`config.mk`:
```
export PLATFORM = sky130hd
export DESIGN_NAME = m_mem_arbiter
export DESIGN_NICKNAME = d
export VERILOG_FILES = /design/src/rtl/m_mem_arbiter.sv
export SDC_FILE = /design/constraint.sdc
export NUM_CORES = 1
export LEC_CHECK = 0
export ABC_CLOCK_PERIOD_IN_PS = 1500
export BUFFER_PORTS_ARGS = -buffer_cell sky130_fd_sc_hd__buf_2
export CELL_PAD_IN_SITES_DETAIL_PLACEMENT = 0
export CELL_PAD_IN_SITES_GLOBAL_PLACEMENT = 1
export CORE_ASPECT_RATIO = 1.5
export CORE_UTILIZATION = 30
export DETAILED_ROUTE_END_ITERATION = 6
export GPL_TIMING_DRIVEN = 1
export HOLD_SLACK_MARGIN = 0.12
export PLACE_DENSITY = 0.79
export SLEW_MARGIN = 20
export SYNTH_ARGS = -nofsm -noshare
export SYNTH_HDL_FRONTEND = slang
export SYNTH_SLANG_ARGS = --single-unit
```
`constraint.sdc`:
```
create_clock -name w_clock -period 1.5 [get_ports w_clock]
set_input_delay 0.225 -clock w_clock [delete_from_list [all_inputs] [get_ports w_clock]]
set_output_delay 0.225 -clock w_clock [all_outputs]
set_load 0.1 [all_outputs]
```
`src/rtl/m_mem_arbiter.sv`:
```
// m_mem_arbiter
// Shares one single-port, fixed-latency memory between the instruction-fetch
// port (i) and the memory-access port (d). One access is in flight at a time.
// The memory command is registered, and each access finishes with a one-cycle
// acknowledge pulse on the port that was granted.
//
// Optional build macro:
//   M_MEM_ARB_RR_EN - when defined, a tie goes to the port that was not
//                     granted last (round-robin). When undefined, data
//                     always beats fetch on a tie.
module m_mem_arbiter #(
  parameter int ADDR_W = 32,
  parameter int DATA_W = 32,
  parameter int LAT    = 1
) (
  input  logic              w_clock,
  input  logic              w_reset,
  input  logic              w_i_req,
  input  logic [ADDR_W-1:0] w_i_addr,
  output logic              w_i_ack,
  output logic [DATA_W-1:0] w_i_rdata,
  input  logic              w_d_req,
  input  logic              w_d_we,
  input  logic [ADDR_W-1:0] w_d_addr,
  input  logic [DATA_W-1:0] w_d_wdata,
  output logic              w_d_ack,
  output logic [DATA_W-1:0] w_d_rdata,
  output logic              w_m_en,
  output logic              w_m_we,
  output logic [ADDR_W-1:0] w_m_addr,
  output logic [DATA_W-1:0] w_m_wdata,
  input  logic [DATA_W-1:0] w_m_rdata,
  output logic              w_busy
);

  typedef enum logic [1:0] {
    ST_IDLE  = 2'd0,
    ST_ISSUE = 2'd1,
    ST_WAIT  = 2'd2,
    ST_DONE  = 2'd3
  } state_t;

  // Counter reload: the ISSUE cycle already accounts for one cycle of latency.
  localparam logic [3:0] LAT_M1 = 4'(LAT - 1);

  state_t     state_reg;
  logic [3:0] cnt_reg;
  logic       r_gnt;      // 0 = fetch, 1 = data
  logic       gnt_next;   // winner of the arbitration performed in IDLE

`ifdef M_MEM_ARB_RR_EN
  logic r_last;           // port granted most recently, 0 = fetch

  // Round-robin tie-break; a lone requester always wins.
  always_comb begin
    gnt_next = w_d_req;
    if (w_d_req && w_i_req) begin
      gnt_next = ~r_last;
    end
  end

  // Remember the winner of every grant so the next tie goes the other way.
  always_ff @(posedge w_clock) begin
    if (w_reset) begin
      r_last <= 1'b0;
    end else if (state_reg == ST_IDLE && (w_i_req || w_d_req)) begin
      r_last <= gnt_next;
    end
  end
`else
  // Fixed priority: the data port wins whenever it requests.
  always_comb begin
    gnt_next = w_d_req;
  end
`endif

  assign w_busy = (state_reg != ST_IDLE);

  // Sequencer: arbitrate, issue one registered command, wait out the memory
  // latency for reads, then pulse the granted port's acknowledge.
  always_ff @(posedge w_clock) begin
    if (w_reset) begin
      state_reg <= ST_IDLE;
      cnt_reg   <= 4'd0;
      r_gnt     <= 1'b0;
      w_i_ack   <= 1'b0;
      w_d_ack   <= 1'b0;
      w_i_rdata <= '0;
      w_d_rdata <= '0;
      w_m_en    <= 1'b0;
      w_m_we    <= 1'b0;
      w_m_addr  <= '0;
      w_m_wdata <= '0;
    end else begin
      // Strobes are single-cycle; the write enable is only ever high in ISSUE.
      w_i_ack <= 1'b0;
      w_d_ack <= 1'b0;
      w_m_en  <= 1'b0;
      w_m_we  <= 1'b0;
      case (state_reg)
        ST_IDLE: begin
          if (w_i_req || w_d_req) begin
            r_gnt  <= gnt_next;
            w_m_en <= 1'b1;
            if (gnt_next) begin
              w_m_we    <= w_d_we;
              w_m_addr  <= w_d_addr;
              w_m_wdata <= w_d_wdata;
            end else begin
              // Fetch is always a read; the write data register keeps its value.
              w_m_addr  <= w_i_addr;
            end
            state_reg <= ST_ISSUE;
          end
        end
        ST_ISSUE: begin
          if (w_m_we) begin
            w_d_ack   <= r_gnt;
            w_i_ack   <= ~r_gnt;
            state_reg <= ST_DONE;
          end else begin
            cnt_reg   <= LAT_M1;
            state_reg <= ST_WAIT;
          end
        end
        ST_WAIT: begin
          if (cnt_reg == 4'd0) begin
            if (r_gnt) begin
              w_d_rdata <= w_m_rdata;
              w_d_ack   <= 1'b1;
            end else begin
              w_i_rdata <= w_m_rdata;
              w_i_ack   <= 1'b1;
            end
            state_reg <= ST_DONE;
          end else begin
            cnt_reg <= cnt_reg - 4'd1;
          end
        end
        ST_DONE: begin
          // The requester still shows the acknowledged request here, so
          // arbitration waits for the next IDLE.
          state_reg <= ST_IDLE;
        end
        default: begin
          state_reg <= ST_IDLE;
        end
      endcase
    end
  end

endmodule

```
==> implementation parameters <==
Parameter                              Value

STA
  Setup Viol. Count Final    0
  Post-Route Skew    0.008016 ns
  Final-layout setup total negative slack    0 ns
  Final count of pins violating max slew    0
  Unrepaired setup endpoints after global routing    yes
  Worst slew margin    65.41%
  Max Clock Freq    roughly 670 MHz
  Part of the cycle the worst path needs    a little under 100%
  Post-route minimum period    1.492 ns
  Worst hold slack    0.1470 ns
  Worst Max-Slew Pin Slew    between 0.5 and 0.6 ns
  Number of failing hold endpoints at the final stage    0

Logic synthesis
  Compound-cell area share of the yosys netlist    21.96%
  Register bit count reported by yosys    139
  FFs w/ async S/R, synth    0%
  Number of enable flip-flop cells after synthesis    0
  Yosys warnings    0
  Combinational family with the most area after synthesis    compound AO/OA/AOI/OAI gates
  Area share of and/or/nand/nor cells after synthesis    ~15%
  Adder and majority cell fraction of the synthesized area    about 1.1%
  Mean Syn Cell Area    8.702 um2
  Distinct cell type count after synthesis    36
  Post-synthesis mux area share    roughly 5.9%
  Nets in the synthesized netlist    777
  Number of cells produced by synthesis    639
  XOR/XNOR Fraction of Synth Area    0%
  Sequential fraction of the synthesis area    50.05%
  Most used flip-flop cell after synthesis    sky130_fd_sc_hd__dfxtp_1
  Mapped Area    0.005560 mm2
  Leading area contributor after synthesis    sky130_fd_sc_hd__dfxtp_1
  Area share of the largest cell type after synthesis    50.05%
  Largest cells by area after synthesis    sky130_fd_sc_hd__dfxtp_1, sky130_fd_sc_hd__a21oi_1, sky130_fd_sc_hd__mux2i_1

Floorplan
  Starting density of the core    30.86%
  Number of rows in the core area    60
  Chip Width    around 110 um
  Vertical extent of the die    168.7 um
  Top-level I/O count    about 270
  Die area    0.01909 mm2
  Core footprint    roughly 0.018 mm2

Clocking
  Cell at the root of the clock tree    sky130_fd_sc_hd__clkbuf_16
  Post-CTS setup repair buffer count    0
  Total CTS buffers    17
  Number of clock sinks    139
  Clock transition at path regs    0.06 ns
  Deepest clock path buffer count    2
  Clock tree from TritonCTS    yes
  Clock latency on the worst-skew pair    0.41 ns
  H-Tree Depth    4

GRT
  Number of antenna violations at the first check in global routing    1
  Wire length of the first global-routing pass    26,730 um
  Largest net degree at the start of global routing    53
  Total congestion overflow    0
  Vias in the first global route    5,478
  Tot GR Track Use    between 10% and 20%

Final layout
  Number of antenna diodes    0
  Count of placed standard cells in the final layout, fillers left out    1,189
  Share of final-layout standard cells stronger than drive strength 1    39.40%
  Final cell utilization of the core    48.92%
  Number of fill cells    1,786
  Post-layout nets    1,098
  Most common library cell in the layout ignoring fill and taps    sky130_fd_sc_hd__buf_2
  Highest-count cells in the layout ignoring fill and taps    sky130_fd_sc_hd__buf_2, sky130_fd_sc_hd__dfxtp_1, sky130_fd_sc_hd__a21oi_1, sky130_fd_sc_hd__nand2_1, sky130_fd_sc_hd__dlygate4sd3_1
  Area growth, synth to finish    58.53%

Routing
  Detailed-route wire length on metal 1    7048 um
  Routed length per placed instance    15.16 um
  Total number of vias    5,878
  First-pass detailed-route iteration total    4
  WL met3    924 um
  Overall routed net length    around 18,000 um
  Number of antenna-violating nets in the routed design    0
  Total length of routed met2 wires    between 9000 and 10,000 um
  Number of remaining DRC errors    0
  Highest signal layer in the routed design    met5
  DRC marker count from the first detailed-route iteration    386
  Via/cell ratio    4.944

Run
  Max Cap Viol    0

Worst hold path
  Worst Hold Path Cells    3
  Min-Delay Path Class    input pin to flip-flop
  Destination of the worst hold path    w_m_addr[10]
  Startpoint of the tightest hold check path    w_i_addr[10]

Pwr
  Leakage dissipation    ~3.9 nW
  Logic gate share of total power    a little over half
  Internal power consumption    9.819 mW
  Reported net switching power    slightly below 10 mW
  Portion of total power attributed to sequential cells    24.4%
  Share of total power consumed by net switching    50.02%
  Worst supply voltage drop on vdd    between 1 and 1.5 mV
  Power density over the cells    2229 mW/mm2
  Relative contribution of the clock network to total power    22.9%

Worst setup path
  Startpoint types    flip-flop
  Cell Chain, Critical Path    inv_2, ha_4, buf_6, and4bb_4, clkbuf_16, nand3_2, a21oi_2
  Critical path class    flip-flop to flip-flop
  Category of the worst setup path capture point    flip-flop
  Reg-to-Reg End    w_d_rdata[12]
  Register-to-Register Setup Slack    between 0.008 and 0.009 ns
  CP max stage delay    approximately 0.35 ns
  CP Data Required Time    1.84 ns
  Startpoint of the worst setup timing path    cnt_reg[0]
  R2R cell count    7
  Maximum fanout along the worst path    6
  CP arrival    approximately 1.8 ns
  Startpoint of the lowest-slack register-to-register path    cnt_reg[0]
  CP max stage cell    sky130_fd_sc_hd__and4bb_4

Placement
  Cells after DPL    1,086
  Final estimated routing congestion in global placement    0.7248
  Number of port buffers    265
  HPWL after detailed placement    11,570 um

Run status
  Result of the run    finished, final reports clean
-- power groups by stage --
stage / combinational (mW) / sequential, mW / clock [mW]
2_1_floorplan: 2.87 / 9.65 / 0
3_3_place_gp: 9.53 / 4.82 / 0
3_5_place_dp: 9.56 / 4.84 / 0
4_1_cts: 9.73 / 4.77 / 4.62
5_1_grt: 10.9 / 4.89 / 4.77
6_report: 10.3 / 4.80 / 4.50
-- worst max path at each step --
stage	endpoint	cells past startpoint
after floorplan	cnt_reg[3]	5
after global placement	w_m_addr[23]	6
after detailed placement	w_m_addr[5]	6
after CTS	w_m_addr[22]	6
after global routing	w_d_rdata[25]	7
final	w_d_rdata[12]	7
-- area by class of cell --
cell class / instances / area [um2] / area share [%]
timing repair buffer: 364 / 2445 / 27.74
clock buffer: 22 / 474.2 / 5.380
sequential: 139 / 2791 / 31.67
tap: 217 / 271.5 / 3.080
inverter: 8 / 35.03 / 0.3974
clock inverter: 9 / 161.4 / 1.831
multi-input combinational: 430 / 2636 / 29.91
-- critical path: cells and delay by family (launching register included) --
| family | cells | cell delay (ns) |
|---|---|---|
| and+or+nand+nor | 2 | 0.44 |
| DFF | 1 | 0.32 |
| AOI/OAI and AO/OA | 1 | 0.15 |
| buffers and inverters | 3 | 0.38 |
| adders and majority gates | 1 | 0.14 |
-- through the flow --
step / power, mW / cell area, um2 / setup WS, ns
final: 19.65 / 8815 / 0.008219
after global routing: 20.52 / 8815 / -0.08559
after CTS: 19.12 / 8492 / -0.05969
after detailed placement: 14.40 / 7189 / -0.05535
after global placement: 14.34 / 7189 / 0.01821
after floorplan: 12.52 / 5562 / 0.02689
-- cells in the mapped netlist (2+ instances only) --
cell                        instances
sky130_fd_sc_hd__dfxtp_1          139
sky130_fd_sc_hd__a21oi_1           97
sky130_fd_sc_hd__nand2_1           68
sky130_fd_sc_hd__o21ai_0           66
sky130_fd_sc_hd__nand3_1           64
sky130_fd_sc_hd__nor2_1            38
sky130_fd_sc_hd__clkbuf_1          34
sky130_fd_sc_hd__mux2i_1           33
sky130_fd_sc_hd__a211oi_1          23
sky130_fd_sc_hd__buf_2             13
sky130_fd_sc_hd__a211oi_2          10
sky130_fd_sc_hd__buf_4             10
sky130_fd_sc_hd__inv_1              7
sky130_fd_sc_hd__ha_1               5
sky130_fd_sc_hd__buf_1              4
sky130_fd_sc_hd__a2111oi_2          2
sky130_fd_sc_hd__a211o_1            2
sky130_fd_sc_hd__and2_1             2
sky130_fd_sc_hd__buf_6              2
sky130_fd_sc_hd__nand4_1            2
sky130_fd_sc_hd__nor4b_1            2
sky130_fd_sc_hd__o31ai_1            2
-- timing repair --
item | 4_1_cts | 5_1_grt
pin swaps | 0 | 16
gates resized for setup | 4 | 52
hold endpoints to repair | 98 | 0
hold buffers | 66 | 0
setup endpoints to repair | 88 | 104
cloned | 0 | 7
-- routing by layer --
metal  up-vias  global-route usage, %
met5         -                      0
met4         2                  7.551
met3        40                  4.869
met2       200                  31.21
met1      2743                  19.22
li1       2893                      -
-- cells by family (layout without fill, tap and decap cells) --
logic type / Yosys count / after routing
adder cells (fa/ha/maj): 5 / 5
flip-flops: 139 / 139
buffers and inverters: 71 / 403
AND/OR/NAND/NOR: 184 / 185
AO/OA/AOI/OAI: 207 / 207
multiplexers: 33 / 33
No activity file was read; power rests on OpenSTA's default activity.
